--- config.mk ---
export PLATFORM = sky130hd
export DESIGN_NAME = ub_arbiter
export DESIGN_NICKNAME = d
export VERILOG_FILES = /design/src/rtl/ub_arbiter_pkg.sv /design/src/rtl/ub_timeout.sv /design/src/rtl/ub_arbiter.sv
export SDC_FILE = /design/constraint.sdc
export NUM_CORES = 1
export LEC_CHECK = 0
export BUFFER_PORTS_ARGS = -buffer_cell sky130_fd_sc_hd__buf_2
export CAP_MARGIN = 10
export CORE_UTILIZATION = 38
export DETAILED_ROUTE_END_ITERATION = 12
export GPL_ROUTABILITY_DRIVEN = 0
export GPL_TIMING_DRIVEN = 0
export SETUP_SLACK_MARGIN = 0.05
export SYNTH_ARGS = -nofsm -noshare
export SYNTH_HDL_FRONTEND = slang
export SYNTH_HIERARCHICAL = 1
export SYNTH_SLANG_ARGS = --single-unit
--- constraint.sdc ---
create_clock -name clk -period 5.3 [get_ports clk]
set_clock_uncertainty 0.05 [all_clocks]
set_input_delay 0.795 -clock clk [delete_from_list [all_inputs] [get_ports clk]]
set_output_delay 0.795 -clock clk [all_outputs]
set_load 0.005 [all_outputs]
--- src/rtl/ub_arbiter_pkg.sv ---
// Shared types and constants for the Unibus arbiter: FSM states, request
// levels and the highest-request picker.
package ub_arbiter_pkg;

  localparam int GRANT_TIMEOUT_DEF = 500;
  localparam int BR_LEVEL_MIN      = 4;
  localparam int BR_LEVELS         = 4;

  typedef enum logic [2:0] {
    ST_IDLE       = 3'd0,
    ST_NPG        = 3'd1,
    ST_NPR_MASTER = 3'd2,
    ST_BG         = 3'd3,
    ST_BR_MASTER  = 3'd4,
    ST_ACK        = 3'd5,
    ST_HOLD       = 3'd6
  } arb_state_t;

  // idx is the request level minus BR_LEVEL_MIN (0 = BR4 .. 3 = BR7)
  typedef struct packed {
    logic       valid;
    logic [1:0] idx;
  } br_pick_t;

  function automatic br_pick_t highest_br(input logic [3:0] br);
    br_pick_t pick;
    pick.valid = |br;
    pick.idx   = 2'd0;
    for (int i = 0; i < BR_LEVELS; i++) begin
      if (br[i]) begin
        pick.idx = 2'(i);
      end
    end
    return pick;
  endfunction

  function automatic logic [3:0] level_onehot(input logic [1:0] idx);
    return 4'b0001 << idx;
  endfunction

  // True when request level (BR_LEVEL_MIN + idx) outranks the CPU priority.
  function automatic logic level_above(input logic [1:0] idx, input logic [2:0] prio);
    return ({1'b1, idx} > prio);
  endfunction

endpackage

--- src/rtl/ub_timeout.sv ---
// Grant watchdog: cleared by load, counts while enabled, flags when the
// grant has been held for LIMIT clocks (checked on the withdrawing edge).
module ub_timeout
  import ub_arbiter_pkg::*;
#(
  parameter int LIMIT = GRANT_TIMEOUT_DEF
) (
  input  logic clk,
  input  logic reset,
  input  logic load,
  input  logic count_en,
  output logic expired
);

  localparam int W = $clog2(LIMIT + 1);

  logic [W-1:0] count_reg;

  always_ff @(posedge clk or posedge reset) begin
    if (reset) begin
      count_reg <= '0;
    end else if (load) begin
      count_reg <= '0;
    end else if (count_en && (count_reg != W'(LIMIT))) begin
      count_reg <= count_reg + 1'b1;
    end
  end

  // count_reg trails the grant age by one, so LIMIT-1 here means the grant
  // drops exactly LIMIT clocks after it rose.
  assign expired = (count_reg >= W'(LIMIT - 1));

endmodule

--- src/rtl/ub_arbiter.sv ---
// Unibus arbiter and interrupt acceptor: resolves NPR/BR requests, issues
// grants, accepts the interrupt vector with SSYN and hands it to the CPU.
module ub_arbiter
  import ub_arbiter_pkg::*;
#(
  parameter int GRANT_TIMEOUT = GRANT_TIMEOUT_DEF
) (
  input  logic        clk,
  input  logic        reset,
  input  logic        bus_init,
  input  logic [7:4]  bus_br,
  input  logic        bus_npr,
  input  logic        bus_sack,
  input  logic        bus_bbsy,
  input  logic        bus_intr,
  input  logic [15:0] bus_d,
  output logic [7:4]  bus_bg_out,
  output logic        bus_npg_out,
  output logic        bus_ssyn_out,
  input  logic [2:0]  cpu_prio,
  input  logic        cpu_inst_end,
  output logic        irq_valid,
  output logic [8:0]  irq_vector,
  input  logic        irq_taken
);

  arb_state_t state_reg, state_next;
  logic [1:0] level_reg, level_next;
  logic [3:0] bg_reg, bg_next;
  logic       npg_reg, npg_next;
  logic       ssyn_reg, ssyn_next;
  logic       irq_valid_reg, irq_valid_next;
  logic [8:0] irq_vector_reg, irq_vector_next;

  logic       timer_load;
  logic       timer_en;
  logic       timer_expired;
  logic       capture;
  br_pick_t   pick;
  logic [3:0] br_vec;

  // Only bus_d[8:2] carry vector bits.
  logic unused_bus_d;
  assign unused_bus_d = ^{bus_d[15:9], bus_d[1:0]};

  assign br_vec   = bus_br;
  assign pick     = highest_br(br_vec);
  assign timer_en = (state_reg == ST_NPG) || (state_reg == ST_BG);

  ub_timeout #(
    .LIMIT (GRANT_TIMEOUT)
  ) u_timeout (
    .clk      (clk),
    .reset    (reset),
    .load     (timer_load | bus_init),
    .count_en (timer_en),
    .expired  (timer_expired)
  );

  always_comb begin
    state_next = state_reg;
    level_next = level_reg;
    bg_next    = bg_reg;
    npg_next   = npg_reg;
    ssyn_next  = ssyn_reg;
    timer_load = 1'b0;
    capture    = 1'b0;

    case (state_reg)
      ST_IDLE: begin
        if (bus_npr) begin
          state_next = ST_NPG;
          npg_next   = 1'b1;
          timer_load = 1'b1;
        end else if (cpu_inst_end && !irq_valid_reg && pick.valid &&
                     level_above(pick.idx, cpu_prio)) begin
          state_next = ST_BG;
          level_next = pick.idx;
          bg_next    = level_onehot(pick.idx);
          timer_load = 1'b1;
        end
      end

      ST_NPG: begin
        if (bus_sack) begin
          state_next = ST_NPR_MASTER;
          npg_next   = 1'b0;
        end else if (timer_expired || !bus_npr) begin
          state_next = ST_IDLE;
          npg_next   = 1'b0;
        end
      end

      ST_NPR_MASTER: begin
        if (!bus_sack && !bus_bbsy) begin
          state_next = ST_IDLE;
        end
      end

      ST_BG: begin
        // level_reg is frozen for the whole grant; later BR changes are ignored
        if (bus_sack) begin
          state_next = ST_BR_MASTER;
          bg_next    = '0;
        end else if (timer_expired || !br_vec[level_reg]) begin
          state_next = ST_IDLE;
          bg_next    = '0;
        end
      end

      ST_BR_MASTER: begin
        if (bus_intr) begin
          state_next = ST_ACK;
          ssyn_next  = 1'b1;
          capture    = 1'b1;
        end else if (!bus_bbsy && !bus_sack) begin
          state_next = ST_IDLE;
        end
      end

      ST_ACK: begin
        if (!bus_intr) begin
          state_next = ST_HOLD;
          ssyn_next  = 1'b0;
        end
      end

      ST_HOLD: begin
        if (!bus_bbsy) begin
          state_next = ST_IDLE;
        end
      end

      default: begin
        state_next = ST_IDLE;
        bg_next    = '0;
        npg_next   = 1'b0;
        ssyn_next  = 1'b0;
      end
    endcase
  end

  // A fresh capture outranks a simultaneous irq_taken.
  always_comb begin
    irq_valid_next  = irq_valid_reg;
    irq_vector_next = irq_vector_reg;
    if (capture) begin
      irq_valid_next  = 1'b1;
      irq_vector_next = {bus_d[8:2], 2'b00};
    end else if (irq_taken) begin
      irq_valid_next  = 1'b0;
    end
  end

  always_ff @(posedge clk or posedge reset) begin
    if (reset) begin
      state_reg      <= ST_IDLE;
      level_reg      <= 2'd0;
      bg_reg         <= '0;
      npg_reg        <= 1'b0;
      ssyn_reg       <= 1'b0;
      irq_valid_reg  <= 1'b0;
      irq_vector_reg <= '0;
    end else if (bus_init) begin
      state_reg      <= ST_IDLE;
      level_reg      <= 2'd0;
      bg_reg         <= '0;
      npg_reg        <= 1'b0;
      ssyn_reg       <= 1'b0;
      irq_valid_reg  <= 1'b0;
      irq_vector_reg <= '0;
    end else begin
      state_reg      <= state_next;
      level_reg      <= level_next;
      bg_reg         <= bg_next;
      npg_reg        <= npg_next;
      ssyn_reg       <= ssyn_next;
      irq_valid_reg  <= irq_valid_next;
      irq_vector_reg <= irq_vector_next;
    end
  end

  assign bus_bg_out   = bg_reg;
  assign bus_npg_out  = npg_reg;
  assign bus_ssyn_out = ssyn_reg;
  assign irq_valid    = irq_valid_reg;
  assign irq_vector   = irq_vector_reg;

endmodule
; ---- Word-level counts from Yosys, hierarchy flattened
; Cells that the tools add are included.
[word_totals]
register_bits = 30
in_bits = 32
out_inout_bits = 16
wordCells = 110
[op_classes]
addsub = 1
magnitude_cmp = 3
n_eq_ne = 20
shifts = 1
muxes = 48
bitwise_logic = 1
reduce_logical = 28
[op_table]
columns = op, n
row1 = two-way mux 9 bit, 4
row2 = two-way mux 3 bit, 11
row3 = case mux 3 bit (7 select lines), 1
row4 = two-way mux 4 bit, 5
row5 = inequality test 3 bit (second input constant), 6
row6 = two-way mux 1 bit, 17
row7 = OR reduction 5 bit, 3
row8 = two-way mux 2 bit, 6
row9 = case mux 4 bit (3 select lines), 1
row10 = adder 9 x 1 -> 9 bit (second input constant), 1
row11 = equality test 3 bit (second input constant), 3
row12 = >= comparator 9 bit (second input constant), 1
row13 = inequality test 9 bit (second input constant), 1
row14 = AND reduction 3 bit, 3
row15 = inequality test 4 x 3 -> 1 bit (second input constant), 2
row16 = nonzero test 2 bit, 4
row17 = equality test 3 x 2 -> 1 bit (second input constant), 2
row18 = inequality test 2 x 1 -> 1 bit (second input constant), 3
row19 = case mux 1 bit (3 select lines), 2
row20 = logical AND 1 bit, 5
row21 = zero test 1 bit, 5
row22 = AND reduction 5 bit, 1
row23 = inequality test 4 bit (second input constant), 1
row24 = AND reduction 4 bit, 1
row25 = other kinds (11), 13

; ---- Depth between registers and ports, before layout
[logic_depth]
depth_word = 10
mapped_depth = 11
depth_no_buf = 10

; ---- Hierarchy
; Netlist, hierarchy kept.
[modules_own_cells]
columns = module, instances, cells_per_inst, area_per_inst_um2, seq_area_each_um2
row1 = ub_arbiter, 1, 133, 1181.1, 475.5
row2 = ub_timeout, 1, 56, 521.8, 225.2

; ---- Worst setup path before layout
; No wires, ideal clock.
[synth_path]
path_type = input to register
start = input port bus_br[6] (netlist name)
end = register u_timeout.count_reg[0]
setup_ps = 125
t_arrival_ps = 2647
t_required_ps = 5125
slack_ps = 2478
path_stages = 10
path_buffers = 1
cell_sequence = or2_4 > ha_1 > nor2b_1 > o32ai_4 > nor2_2 > nor2_1 > o21ai_0 > clkbuf_1 > nor2_1 > mux2_2
[synth_between]
elab_chain_len = 9
elab_cells_between_ends = 12
cone_classes = order compare (1) / mux (6) / bitwise (1) / reduce/logical (4)
[synth_rtl]
columns = element, line_no
row1 = start: declaration, ub_arbiter.sv:11  ; input logic [7:4] bus_br,
row2 = two-way mux 2 bit (2 in a row), ub_arbiter_pkg.sv:30  ; if (br[i]) begin
row3 = > comparator 3 bit, ub_arbiter_pkg.sv:43  ; return ({1'b1, idx} > prio);
row4 = logical AND 1 bit *, ub_arbiter.sv:75  ; end else if (cpu_inst_end && !irq_valid_reg && pick.valid &&
row5 = two-way mux 1 bit *, ub_arbiter.sv:75
row6 = two-way mux 1 bit *, ub_arbiter.sv:71  ; if (bus_npr) begin
row7 = two-way mux 1 bit *, ub_arbiter.sv:69  ; case (state_reg)
row8 = bitwise OR 1 bit *, ub_arbiter.sv:55  ; .load (timer_load | bus_init),
row9 = two-way mux 9 bit or nonzero test 2 bit (tied branches), n/a
row10 = end signal: assignment, ub_timeout.sv:25  ; count_reg <= count_reg + 1'b1;
row11 = end: declaration, ub_timeout.sv:17  ; logic [W-1:0] count_reg;
; Mark *: on every way between the ends. The rest lies on a longest branch, timed or not.
; A chain may end at the register's enable or synchronous reset.

; ---- Worst setup path in the final report
[layout_path]
start = input port bus_br[7] (netlist name)
end = register u_timeout.count_reg[0]
[layout_between]
elab_chain_len = 8
elab_cells_between_ends = 11
cone_classes = order compare (1) / mux (5) / bitwise (1) / reduce/logical (4)
[layout_rtl]
columns = element, line_no
row1 = two-way mux 2 bit or OR reduction 4 bit (tied branches), "ub_arbiter_pkg.sv:30, ub_arbiter_pkg.sv:27"
row2 = > comparator 3 bit or logical AND 1 bit (tied branches), "ub_arbiter_pkg.sv:43, ub_arbiter.sv:75"
row3 = logical AND 1 bit *, ub_arbiter.sv:75
row4 = two-way mux 1 bit *, ub_arbiter.sv:75
row5 = two-way mux 1 bit *, ub_arbiter.sv:71
row6 = two-way mux 1 bit *, ub_arbiter.sv:69
row7 = bitwise OR 1 bit *, ub_arbiter.sv:55
row8 = two-way mux 9 bit or nonzero test 2 bit (tied branches), n/a
; Marks and branches as above.

==> flow_summary_export.csv <==
group,metric,value,unit
routing,drc_errors,0,
worst_setup_path,worstSetupStartpointType,"input port",
clocking,clkSinkCount,28,
timing,worstMarginPinSlew,760,ps
worst_setup_path,slowest_delay,380,ps
yosys,syn_avg_cell_area,9.01,um2
hold_path,hp-class,"in2async",
worst_setup_path,worstPathCellList,"buf_2 -> or2_4 -> ha_1 -> nor2b_1 -> o32ai_4 -> nor2_2 -> nor2_1 -> o21ai_0 -> clkbuf_1 -> nor2_1 -> mux2_2",
routing,average_vias_per_placed_instance,5.22,
worst_setup_path,reg2regPathDepth,8,
status,outcome,"finished, final reports clean",
clocking,postCtsHoldBufs,0,
timing,unrepaired_setup_endpoints_after_global_routing,"false",
worst_setup_path,cpMaxStageDelayCell,"sky130_fd_sc_hd__clkbuf_1",
yosys,synthTopCellsByArea,"sky130_fd_sc_hd__dfrtp_1, sky130_fd_sc_hd__a21oi_1, sky130_fd_sc_hd__nand2_1",
worst_setup_path,reg2reg_from,"u_timeout/count_reg[0]",
yosys,synth.yosys.seq_area_share,41.1,%
grt,globalRoute.totalOverflow,0,
pwr,report.power.total,0.677,mW
floorplan,coreArea,4140,um2
yosys,netlist_instances,189,
floorplan,design.die.area,4750,um2
routing,route.detailed.wl_per_inst,13.1,um
floorplan,std_cell_rows,23,
clocking,clkTransAtPathRegs,90,ps
timing,clock.fmax,337,MHz
timing,max_slew_headroom,49.3,%
cells_and_area,num_antenna_cells,0,
floorplan,floorplan.die.height,68.9,um
yosys,synth_cell_type_count,45,
yosys,synth.largest_area_cell,"sky130_fd_sc_hd__dfrtp_1",
worst_setup_path,path_common_cell,"sky130_fd_sc_hd__nor2_1",
worst_setup_path,crit-reg2reg-capture,"bus_bg_out[4]",
yosys,yosys.area.top_type_share,41.1,%
yosys,synth_flop_cell,"sky130_fd_sc_hd__dfrtp_1",
grt,grt_start_max_net_pins,20,
place,buffer_ports.inserted,36,
yosys,synth_seq_cells,28,
clocking,cts_tree,"yes",
floorplan,fp.dieW,68.9,um
timing,finalMaxSlewViolations,0,
clocking,cts_buffer_depth,2,
worst_setup_path,worst_ep_arrival_time,3080,ps
timing,layout_worst_path_cycle_share,56.1,%
clocking,postCtsSetupRepairBufs,0,
routing,drt.antenna.violating_nets,0,
grt,grt_first_pass_wirelength,5.79,mm
timing,timing.setup.tns,0,ps
pwr,p_leak,0.931,nW
timing,hold_viol_final,0,
cells_and_area,share_of_layout_cells_above_drive_strength_1,25.2,%
pwr,vdd_ir_max,0.156,mV
worst_setup_path,regToRegSetupSlack,2940,ps
cells_and_area,flip_flop_count_of_the_largest_register_all_copies_and_words_added,9,
timing,finalWorstPathRequiredPeriod,2970,ps
clocking,htree_num_levels,1,
yosys,synth_async_reset_ratio,100,%
worst_setup_path,critical_path_class,"in2reg",
yosys,synth-edff-count,0,
flow_run,drv_cap,0,
clocking,clock_insertion_delay_worst_skew,270,ps
floorplan,design.portCount,48,
worst_setup_path,cp-end-kind,"register",
routing,totalWireLength,3.68,mm
routing,num_vias,1462,
worst_setup_path,worstPathMaxFanout,10,
routing,drt_iter0_markers,85,
routing,drtPass1Iterations,4,
floorplan,initial_core_util,41.1,%
worst_setup_path,cp_data_required_time,5410,ps
grt,global_route.usage.total,16.1,%
timing,timing.final.setup_violations,0,
cells_and_area,flow.area_growth_from_synthesis,18.7,%
clocking,cts-buffers-inserted,3,
cells_and_area,finalNetCount,267,
clocking,cts_resized,0,
pwr,cellPowerDensity,335,nW/um2
place,dp_hpwl,2.78,mm
grt,grt_pass1_vias,1240,
clocking,cts_root_buf,"sky130_fd_sc_hd__clkbuf_8",
grt,antenna_found_initial,0,
yosys,synth.yosys.warnings,6,
yosys,post_synth_instance_area,1700,um2
synth_stat cells (2+ instances only):
master	number
sky130_fd_sc_hd__nand3b_1	3
sky130_fd_sc_hd__inv_1	13
sky130_fd_sc_hd__ha_1	4
sky130_fd_sc_hd__or3_1	2
sky130_fd_sc_hd__nand3_1	8
sky130_fd_sc_hd__nor2_1	14
sky130_fd_sc_hd__mux2_2	5
sky130_fd_sc_hd__a2111oi_0	2
sky130_fd_sc_hd__a21oi_1	20
sky130_fd_sc_hd__buf_4	2
sky130_fd_sc_hd__o31ai_1	3
sky130_fd_sc_hd__nor3_1	6
sky130_fd_sc_hd__o21ai_0	6
sky130_fd_sc_hd__nand4_1	2
sky130_fd_sc_hd__mux2i_1	5
sky130_fd_sc_hd__nand2_1	22
sky130_fd_sc_hd__nor2b_1	3
sky130_fd_sc_hd__mux2_1	2
sky130_fd_sc_hd__o21ai_1	2
sky130_fd_sc_hd__nand2b_1	8
sky130_fd_sc_hd__clkbuf_1	5
sky130_fd_sc_hd__dfrtp_1	28
sky130_fd_sc_hd__and3_1	2
per-layer routing:
metal	vias to the layer above	part of all wire [%]	track usage, %
met3	2	5.8	2.80
met2	37	42	21.7
met1	680	52	25.9
met4	0	0.49	3.83
li1	743	-	-
met5	-	0	0
cell families (layout without fill, tap and decap cells):
group	after synthesis	in the layout	synth area share (%)
buffers and inverters	21	61	5.14
AND/OR/NAND/NOR	81	81	25.9
AO/OA/AOI/OAI	41	41	16.6
XOR/XNOR	1	1	0.514
adder cells (fa/ha/maj)	4	4	2.94
flip-flops	28	28	41.1
multiplexers	12	12	7.57
other	1	2	0.220
stage by stage:
stage	instances	utilization, %	hold slack [ps]	setup WS [ps]	cell area (um2)
CTS	280	48.8	446	2300	2020
finish	280	48.8	434	2330	2020
global placement	276	47.0	444	2030	1950
detailed placement	276	47.0	443	2010	1950
global route	280	48.8	458	2130	2020
floorplan	190	-	449	2480	1710
worst max path at each step:
stage | startpoint | endpoint | slack (ps) | cells after the start
final | bus_br[7] | u_timeout/count_reg[0] | 2330 | 11
after global placement | bus_br[7] | u_timeout/count_reg[0] | 2030 | 11
after detailed placement | bus_br[7] | u_timeout/count_reg[0] | 2010 | 11
after CTS | bus_br[6] | u_timeout/count_reg[0] | 2300 | 11
after global routing | bus_br[7] | u_timeout/count_reg[0] | 2130 | 11
after floorplan | bus_br[6] | u_timeout/count_reg[0] | 2480 | 10
worst max-delay path, delay by kind of cell:
family,cells,cell delay (ps)
compound gates,2,430
fa+ha+maj,1,290
buf+inv,2,510
mux,1,280
simple gates,5,770
final cells by class:
class | instances | area, um2
Fill cell | 430 | 2120
Multi-Input combinational cell | 141 | 918
Sequential cell | 28 | 701
Timing Repair Buffer | 36 | 180
Tap cell | 50 | 62.6
Inverter | 13 | 48.8
Clock buffer | 3 | 41.3
Buffer | 8 | 38.8
Clock inverter | 1 | 30.0
where the power goes:
group	internal, mW	switching (mW)	total (mW)
registers	0.241	0.0272	0.268
clock network	0.101	0.0677	0.169
logic	0.106	0.133	0.240
layout by cell type (no fill, tap or decap), types with 2 or more instances in the layout:
cell type,count
sky130_fd_sc_hd__nor3_1,6
sky130_fd_sc_hd__clkbuf_8,3
sky130_fd_sc_hd__and3_1,2
sky130_fd_sc_hd__conb_1,2
sky130_fd_sc_hd__clkbuf_1,5
sky130_fd_sc_hd__a21oi_1,20
sky130_fd_sc_hd__nand2b_1,8
sky130_fd_sc_hd__o21ai_1,2
sky130_fd_sc_hd__mux2_2,5
sky130_fd_sc_hd__or3_1,2
sky130_fd_sc_hd__nor2_1,14
sky130_fd_sc_hd__buf_2,37
sky130_fd_sc_hd__ha_1,4
sky130_fd_sc_hd__nand3b_1,3
sky130_fd_sc_hd__o31ai_1,3
sky130_fd_sc_hd__dfrtp_1,28
sky130_fd_sc_hd__nand3_1,8
sky130_fd_sc_hd__mux2_1,2
sky130_fd_sc_hd__nand2_1,22
sky130_fd_sc_hd__o21ai_0,6
sky130_fd_sc_hd__inv_1,13
sky130_fd_sc_hd__mux2i_1,5
sky130_fd_sc_hd__a2111oi_0,2
sky130_fd_sc_hd__nor2b_1,3
sky130_fd_sc_hd__buf_4,2
sky130_fd_sc_hd__nand4_1,2
(Power assumes the default switching activity.)
